<file path="src/rtl/lamp_sequence_monitor_if.sv">
// Lamp bus seen by the sequence monitor: the sampled light code and clear request in,
// the decoded phase, lock/cycle status and error flags out.
interface lamp_sequence_monitor_if #(
  parameter int CNT_W = 8
) ();
  logic [0:2]       light;
  logic             err_clear;
  logic [1:0]       phase;
  logic             locked;
  logic [CNT_W-1:0] cycle_count;
  logic             err_illegal;
  logic             err_order;
  logic             err_dwell;
  logic             fault_sticky;

  modport master (
    output light, err_clear,
    input  phase, locked, cycle_count, err_illegal, err_order, err_dwell, fault_sticky
  );

  modport slave (
    input  light, err_clear,
    output phase, locked, cycle_count, err_illegal, err_order, err_dwell, fault_sticky
  );
endinterface

</file>
<file path="src/rtl/lamp_sequence_monitor.sv">
// Receive-side checker for the cyclic lamp bus: decodes the one-hot light code, checks
// RED->GREEN->YELLOW ordering and per-phase dwell, and counts completed cycles.
module lamp_sequence_monitor #(
  parameter int MAX_DWELL = 1,
  parameter int DWELL_W   = 8,
  parameter int CNT_W     = 8
) (
  input logic                     clock,
  input logic                     reset,
  lamp_sequence_monitor_if.slave  bus
);

  typedef enum logic [1:0] {
    UNSYNC = 2'b00,
    TRACK  = 2'b01
  } state_t;

  localparam logic [DWELL_W-1:0] MAX_D = DWELL_W'(MAX_DWELL);

  function automatic logic is_one_hot(input logic [0:2] code);
    return (code == 3'b100) || (code == 3'b010) || (code == 3'b001);
  endfunction

  // Successor is a rotation: R(100)->G(010)->Y(001)->R(100).
  function automatic logic [0:2] succ_code(input logic [0:2] code);
    return {code[2], code[0], code[1]};
  endfunction

  function automatic logic [1:0] decode_phase(input logic [0:2] code);
    logic [1:0] ph;
    case (code)
      3'b100:  ph = 2'd0;
      3'b010:  ph = 2'd1;
      3'b001:  ph = 2'd2;
      default: ph = 2'd3;
    endcase
    return ph;
  endfunction

  state_t             state_r, state_s;
  logic [0:2]         last_code_r, last_code_s;
  logic [DWELL_W-1:0] dwell_r, dwell_s;
  logic [1:0]         phase_r, phase_s;
  logic               locked_r, locked_s;
  logic [CNT_W-1:0]   cycle_count_r, cycle_count_s;
  logic               err_illegal_r, err_illegal_s;
  logic               err_order_r, err_order_s;
  logic               err_dwell_r, err_dwell_s;
  logic               fault_sticky_r, fault_sticky_s;

  // State and output registers.
  always_ff @(posedge clock or posedge reset) begin
    if (reset) begin
      state_r        <= UNSYNC;
      last_code_r    <= 3'b000;
      dwell_r        <= '0;
      phase_r        <= 2'd3;
      locked_r       <= 1'b0;
      cycle_count_r  <= '0;
      err_illegal_r  <= 1'b0;
      err_order_r    <= 1'b0;
      err_dwell_r    <= 1'b0;
      fault_sticky_r <= 1'b0;
    end else begin
      state_r        <= state_s;
      last_code_r    <= last_code_s;
      dwell_r        <= dwell_s;
      phase_r        <= phase_s;
      locked_r       <= locked_s;
      cycle_count_r  <= cycle_count_s;
      err_illegal_r  <= err_illegal_s;
      err_order_r    <= err_order_s;
      err_dwell_r    <= err_dwell_s;
      fault_sticky_r <= fault_sticky_s;
    end
  end

  // Next-state, sequence checks and error flags for the current sample.
  always_comb begin
    state_s       = state_r;
    last_code_s   = last_code_r;
    dwell_s       = dwell_r;
    phase_s       = phase_r;
    locked_s      = locked_r;
    cycle_count_s = cycle_count_r;
    err_illegal_s = 1'b0;
    err_order_s   = 1'b0;
    err_dwell_s   = 1'b0;

    if (!is_one_hot(bus.light)) begin
      err_illegal_s = 1'b1;
      phase_s       = 2'd3;
      locked_s      = 1'b0;
      last_code_s   = 3'b000;
      dwell_s       = '0;
      state_s       = UNSYNC;
    end else begin
      case (state_r)
        UNSYNC: begin
          last_code_s = bus.light;
          phase_s     = decode_phase(bus.light);
          dwell_s     = DWELL_W'(1);
          locked_s    = 1'b0;
          state_s     = TRACK;
        end
        TRACK: begin
          if (bus.light == last_code_r) begin
            if (dwell_r < MAX_D) begin
              dwell_s = dwell_r + DWELL_W'(1);
            end else if (dwell_r == MAX_D) begin
              err_dwell_s = 1'b1;
              dwell_s     = MAX_D + DWELL_W'(1);
            end else begin
              dwell_s = dwell_r;
            end
          end else if (bus.light == succ_code(last_code_r)) begin
            last_code_s = bus.light;
            phase_s     = decode_phase(bus.light);
            dwell_s     = DWELL_W'(1);
            locked_s    = 1'b1;
            if ((last_code_r == 3'b001) && (bus.light == 3'b100)) begin
              cycle_count_s = cycle_count_r + CNT_W'(1);
            end else begin
              cycle_count_s = cycle_count_r;
            end
          end else begin
            // Out-of-order code becomes the new reference for the next check.
            err_order_s = 1'b1;
            locked_s    = 1'b0;
            last_code_s = bus.light;
            phase_s     = decode_phase(bus.light);
            dwell_s     = DWELL_W'(1);
          end
        end
        default: begin
          state_s     = UNSYNC;
          last_code_s = 3'b000;
          dwell_s     = '0;
          phase_s     = 2'd3;
          locked_s    = 1'b0;
        end
      endcase
    end

    if (err_illegal_s || err_order_s || err_dwell_s) begin
      fault_sticky_s = 1'b1;
    end else if (bus.err_clear) begin
      fault_sticky_s = 1'b0;
    end else begin
      fault_sticky_s = fault_sticky_r;
    end
  end

  assign bus.phase        = phase_r;
  assign bus.locked       = locked_r;
  assign bus.cycle_count  = cycle_count_r;
  assign bus.err_illegal  = err_illegal_r;
  assign bus.err_order    = err_order_r;
  assign bus.err_dwell    = err_dwell_r;
  assign bus.fault_sticky = fault_sticky_r;

endmodule
</file>
<file path="src/flat_wrapper.sv">
// flat-port wrapper written by rule: the top's interface ports become plain ports
module lamp_sequence_monitor_flat 
#(
  parameter int MAX_DWELL = 1,
  parameter int DWELL_W   = 8,
  parameter int CNT_W     = 8
)
  (clock, reset, bus_light, bus_err_clear, bus_phase, bus_locked, bus_cycle_count, bus_err_illegal, bus_err_order, bus_err_dwell, bus_fault_sticky);
  lamp_sequence_monitor_if #(.CNT_W(CNT_W)) bus_i ();
  input logic clock;
  input logic reset;
  input wire logic [$bits(bus_i.light)-1:0] bus_light;
  input wire logic [$bits(bus_i.err_clear)-1:0] bus_err_clear;
  output wire logic [$bits(bus_i.phase)-1:0] bus_phase;
  output wire logic [$bits(bus_i.locked)-1:0] bus_locked;
  output wire logic [$bits(bus_i.cycle_count)-1:0] bus_cycle_count;
  output wire logic [$bits(bus_i.err_illegal)-1:0] bus_err_illegal;
  output wire logic [$bits(bus_i.err_order)-1:0] bus_err_order;
  output wire logic [$bits(bus_i.err_dwell)-1:0] bus_err_dwell;
  output wire logic [$bits(bus_i.fault_sticky)-1:0] bus_fault_sticky;
  assign bus_i.light = bus_light;
  assign bus_i.err_clear = bus_err_clear;
  assign bus_phase = bus_i.phase;
  assign bus_locked = bus_i.locked;
  assign bus_cycle_count = bus_i.cycle_count;
  assign bus_err_illegal = bus_i.err_illegal;
  assign bus_err_order = bus_i.err_order;
  assign bus_err_dwell = bus_i.err_dwell;
  assign bus_fault_sticky = bus_i.fault_sticky;
  lamp_sequence_monitor #(.MAX_DWELL(MAX_DWELL), .DWELL_W(DWELL_W), .CNT_W(CNT_W)) u_core (.clock(clock), .reset(reset), .bus(bus_i));
endmodule
</file>
<file path="config.mk">
export PLATFORM = sky130hd
export DESIGN_NAME = lamp_sequence_monitor_flat
export DESIGN_NICKNAME = d
export VERILOG_FILES = /design/src/rtl/lamp_sequence_monitor_if.sv /design/src/rtl/lamp_sequence_monitor.sv /design/src/flat_wrapper.sv
export SDC_FILE = /design/constraint.sdc
export NUM_CORES = 1
export LEC_CHECK = 0
export BUFFER_PORTS_ARGS = -buffer_cell sky130_fd_sc_hd__buf_4
export CAP_MARGIN = 10
export CELL_PAD_IN_SITES_DETAIL_PLACEMENT = 1
export CELL_PAD_IN_SITES_GLOBAL_PLACEMENT = 2
export CORE_ASPECT_RATIO = 0.8
export CORE_MARGIN = 4
export CORE_UTILIZATION = 36
export DETAILED_ROUTE_END_ITERATION = 16
export PLACE_DENSITY_LB_ADDON = 0.1
export SLEW_MARGIN = 20
export SYNTH_ARGS = -nofsm -noshare
export SYNTH_HDL_FRONTEND = slang
export SYNTH_SLANG_ARGS = --single-unit
export TNS_END_PERCENT = 100
</file>
<file path="constraint.sdc">
create_clock -name clock -period 1.8 [get_ports clock]
set_input_delay 0.09 -clock clock [delete_from_list [all_inputs] [get_ports clock]]
set_output_delay 0.09 -clock clock [all_outputs]
set_load 0.01 [all_outputs]
</file>
==> impl_summary.log <==
INFO  metric fin_util = 46.71%
INFO  metric die_y = 60.55 microns
INFO  metric count_of_input_and_output_buffers = 20
INFO  metric slew_viol_final = 0
INFO  metric synth_area_leader_cell = dfrtp_1
INFO  metric syn_area = 0.001242 sq mm
INFO  metric clockBufferDepth = 2
INFO  metric minimum_clock_period = 1.507 ns
INFO  metric placed_cell_area = 0.001438 sq mm
INFO  metric globalplace.congestion = 0.7549
INFO  metric cts-root-buf = clkbuf_8
INFO  metric delay_contributed_by_the_slowest_stage_of_the_critical_path = 0.45 ns
INFO  metric worst_clock_skew = 0.004290 ns
INFO  metric timing.critical_path.cells = xor2_1 > nor4b_2 > buf_4 > o21ai_0 > a211oi_1
INFO  metric drv_cap = 0
INFO  metric cts-buffers-inserted = 3
INFO  metric worst_r2r_path_depth = 5
INFO  metric synth.top_cell.area_share = 50.35%
INFO  metric timing.final.hold_violations = 0
INFO  metric ir_drop_worst_case_vdd = 0.5615 mV
INFO  metric setup-violations-final = 0
INFO  metric post_synth_inst_count = 104
INFO  metric final.hold.worst_slack = 0.05019 ns
INFO  metric timing.max_slew.rel_slack = 67.81%
INFO  metric wl_per_cell = 14.16 microns
INFO  metric tritoncts = yes
INFO  metric fp.dieArea = 0.004461 sq mm
INFO  metric cts_sinks = 27
INFO  metric cts.reportedPaths.clkPinSlew = 0.09 ns
INFO  metric worst-slew-pin-transition = 0.4808 ns
INFO  metric critical_path_arrival = 1.69 ns
INFO  metric cts.repair.resized = 0
INFO  metric yosysWarnings = 0
INFO  metric detailedRoute.firstIterationViolations = 47
INFO  metric num-nets-final = 139
INFO  metric grt_setup_unrepaired = no
INFO  metric clock_tree.htree_level_count = 1
INFO  metric worstReg2RegStart = u_core.last_code_r[1]$_DFFE_PP0P_
INFO  metric syn-mean-instance-area = 11.95 sq um
INFO  metric leakagePower = 0.0007452 uW
INFO  metric fmaxAchievable = 663.5 MHz
INFO  metric cp-start-kind = flip-flop
INFO  metric avgViaCountPerCell = 4.893
INFO  metric power.density = 758.0 mW/mm^2
INFO  metric detail_route.first_pass.iterations = 4
INFO  metric drc = 0
INFO  metric row_count = 18
INFO  metric grt_remaining_overflow = 0
INFO  metric setup.worst_path.end_class = flip-flop
INFO  metric antenna_violations_before_repair = 0
INFO  metric worst-r2r-setup-slack = 0.29 ns
INFO  metric dp.final_hpwl = 1832 microns
INFO  metric vias = 822
INFO  metric switching_share = 24.72%
INFO  metric clk_latency_worst_skew_pair = 0.27 ns
INFO  metric drt.antenna.violating_nets = 0
INFO  metric post-layout-total-power = 1132 uW
INFO  metric internal_power = 852.4 uW
INFO  metric yosys-top-cells-area = dfrtp_1 (50%), xnor2_1 (4.9%), xor2_1 (4.9%)
INFO  metric r2r-end = u_core.dwell_r[1]$_DFFE_PP0P_
INFO  metric vias_in_the_first_global_route = 826
INFO  metric dieWidth = 73.68 microns
INFO  metric track_usage = 12.15%
INFO  metric switching_power_summed_over_all_nets = 280.0 uW
INFO  metric seq_area_frac_synth = 54.58%
INFO  metric maximum_number_of_pins_on_one_net_before_global_route_repair = 28
INFO  metric syn2layout_area_growth = 20.24%
INFO  metric num_antenna_cells = 0
INFO  metric core-area = 0.003198 sq mm
INFO  metric synth_cell_types = 34
INFO  metric setup_total_negative_slack = 0 ns
INFO  metric hold_path.class = input port to flip-flop
INFO  metric ys_seq_elements = 27
INFO  metric share_seq_of_total_power = 57.8%
INFO  metric final_std_cell_area_no_fill = 0.001494 sq mm
INFO  metric final_min_period_over_clock_period = 83.74%
INFO  metric cp_data_required_time = 1.98 ns
INFO  metric share_of_layout_cells_above_drive_strength_1 = 26.56%
INFO  metric hold_path.startpoint = bus_light[0]
INFO  metric share_clk_of_total_power = 29.5%
INFO  metric critical_path.slowest_cell = dfrtp_1
INFO  metric grt_first_pass_wirelength = 4105 microns
INFO  metric crit_path_max_fanout = 12
INFO  metric combPwrFrac = 12.6%
INFO  metric min_delay_path_depth = 2
INFO  metric num_io_pins = 21
INFO  metric hold_end = u_core.last_code_r[0]$_DFFE_PP0P_
INFO  metric start_util = 38.85%
INFO  metric postSynthNetCount = 114
INFO  metric post_route_wl = 2379 microns
INFO  metric run_status = completed
INFO  metric start_to_end_type_of_the_worst_setup_path = flip-flop to flip-flop
## logic make-up (layout without fill, tap and decap cells)
logic type	after synthesis	count (layout)	share of synthesized area (%)
DFF	27	27	54.58
xor gates and xnor gates	14	14	9.869
adders and majority gates	4	4	4.028
buffers and inverters	10	34	4.028
AOI/OAI and AO/OA	8	8	5.035
muxes	2	2	1.712
and+or+nand+nor	39	39	20.75
## layout by cell type, fill, tap and decap left out, types with 2 or more instances in the layout
master and n:
ha_1 4, xnor2_1 7, dfstp_2 2, clkbuf_8 3, nor3b_1 3, nor2_1 5
nand2_1 7, nand3b_1 2, and3_1 7, inv_1 6, buf_4 23, xor2_1 7
nand4_1 4, nor3_1 2, dfrtp_1 25
## critical path, delay by kind of cell, from the launching register on
kind,cells,cell delay [ns]
AOI/OAI and AO/OA,2,0.31
and+or+nand+nor,1,0.27
DFF,1,0.45
xor gates and xnor gates,1,0.18
buffers and inverters,1,0.21
## stage by stage
step | cells | setup WS, ns
6_report | 168 | 0.2928
5_1_grt | 168 | 0.1612
4_1_cts | 168 | 0.2784
3_3_place_gp | 163 | 0.3412
2_1_floorplan | 104 | 0.3913
3_5_place_dp | 163 | 0.2943
## layer usage
layer,part of all wire (%),global-route usage (%),vias to the layer above
li1,-,-,405
met1,49,17.10,395
met2,45,18.43,20
met3,5.9,4.139,2
met4,0.50,2.326,0
met5,0,0,-
## cell type report
type                            instances  area [sq um]
Multi-Input combinational cell         67         514.2
Fill cell                             362          1704
Inverter                                6         22.52
Tap cell                               40         50.05
Clock inverter                          1         5.005
Timing Repair Buffer                   24         182.7
Sequential cell                        27         678.2
Clock buffer                            3         41.29
## power groups by stage
stage	Sequential, uW	Combinational, uW	Clock (uW)
CTS	655	149	349
global route	659	161	382
detailed placement	667	146	0
floorplan	671	81.0	0
finish	655	143	335
global placement	665	141	0
## sequential cells by signal, indices dropped and copies added, names as in the netlist, 2 cells and up
signal,flops
u_core.bus.cycle_count,8
u_core.dwell_r,8
u_core.last_code_r,3
u_core.bus.phase,2
## synthesized netlist by cell type
library cell  count
dfrtp_1          25
and3_1            7
nand2_1           7
xnor2_1           7
xor2_1            7
inv_1             6
nor2_1            5
ha_1              4
nand4_1           4
buf_4             3
nor3b_1           3
dfstp_2           2
nand3b_1          2
nor3_1            2
a211oi_1          1
a21oi_1           1
buf_2             1
mux2_2            1
mux2i_1           1
nand2b_1          1
nand3_1           1
nand4b_1          1
nor3b_4           1
nor4_1            1
nor4b_2           1
nor4b_4           1
o2111a_1          1
o2111ai_1         1
o211a_1           1
o211ai_1          1
o21a_1            1
o21ai_0           1
or2_2             1
or3_1             1
## worst max-delay path by stage
| stage | startpoint | endpoint | slack, ns | cells past startpoint |
|---|---|---|---|---|
| after floorplan | u_core.last_code_r[1]$_DFFE_PP0P_ | u_core.bus.phase[0]$_DFFE_PP1P_ | 0.39 | 5 |
| final | u_core.last_code_r[1]$_DFFE_PP0P_ | u_core.dwell_r[1]$_DFFE_PP0P_ | 0.29 | 5 |
| after global routing | u_core.last_code_r[1]$_DFFE_PP0P_ | u_core.dwell_r[1]$_DFFE_PP0P_ | 0.16 | 5 |
| after CTS | u_core.last_code_r[2]$_DFFE_PP0P_ | u_core.bus.cycle_count[1]$_DFFE_PP0P_ | 0.28 | 3 |
| after global placement | u_core.last_code_r[1]$_DFFE_PP0P_ | u_core.dwell_r[1]$_DFFE_PP0P_ | 0.34 | 5 |
| after detailed placement | u_core.last_code_r[1]$_DFFE_PP0P_ | u_core.dwell_r[1]$_DFFE_PP0P_ | 0.29 | 5 |
## what timing repair did
| item | in CTS | in global routing |
|---|---|---|
| hold buffers | 1 | 0 |
| setup buffers | 0 | 0 |
| hold endpoints to repair | 25 | 0 |
Note: power is estimated with default switching activity, not from simulation.
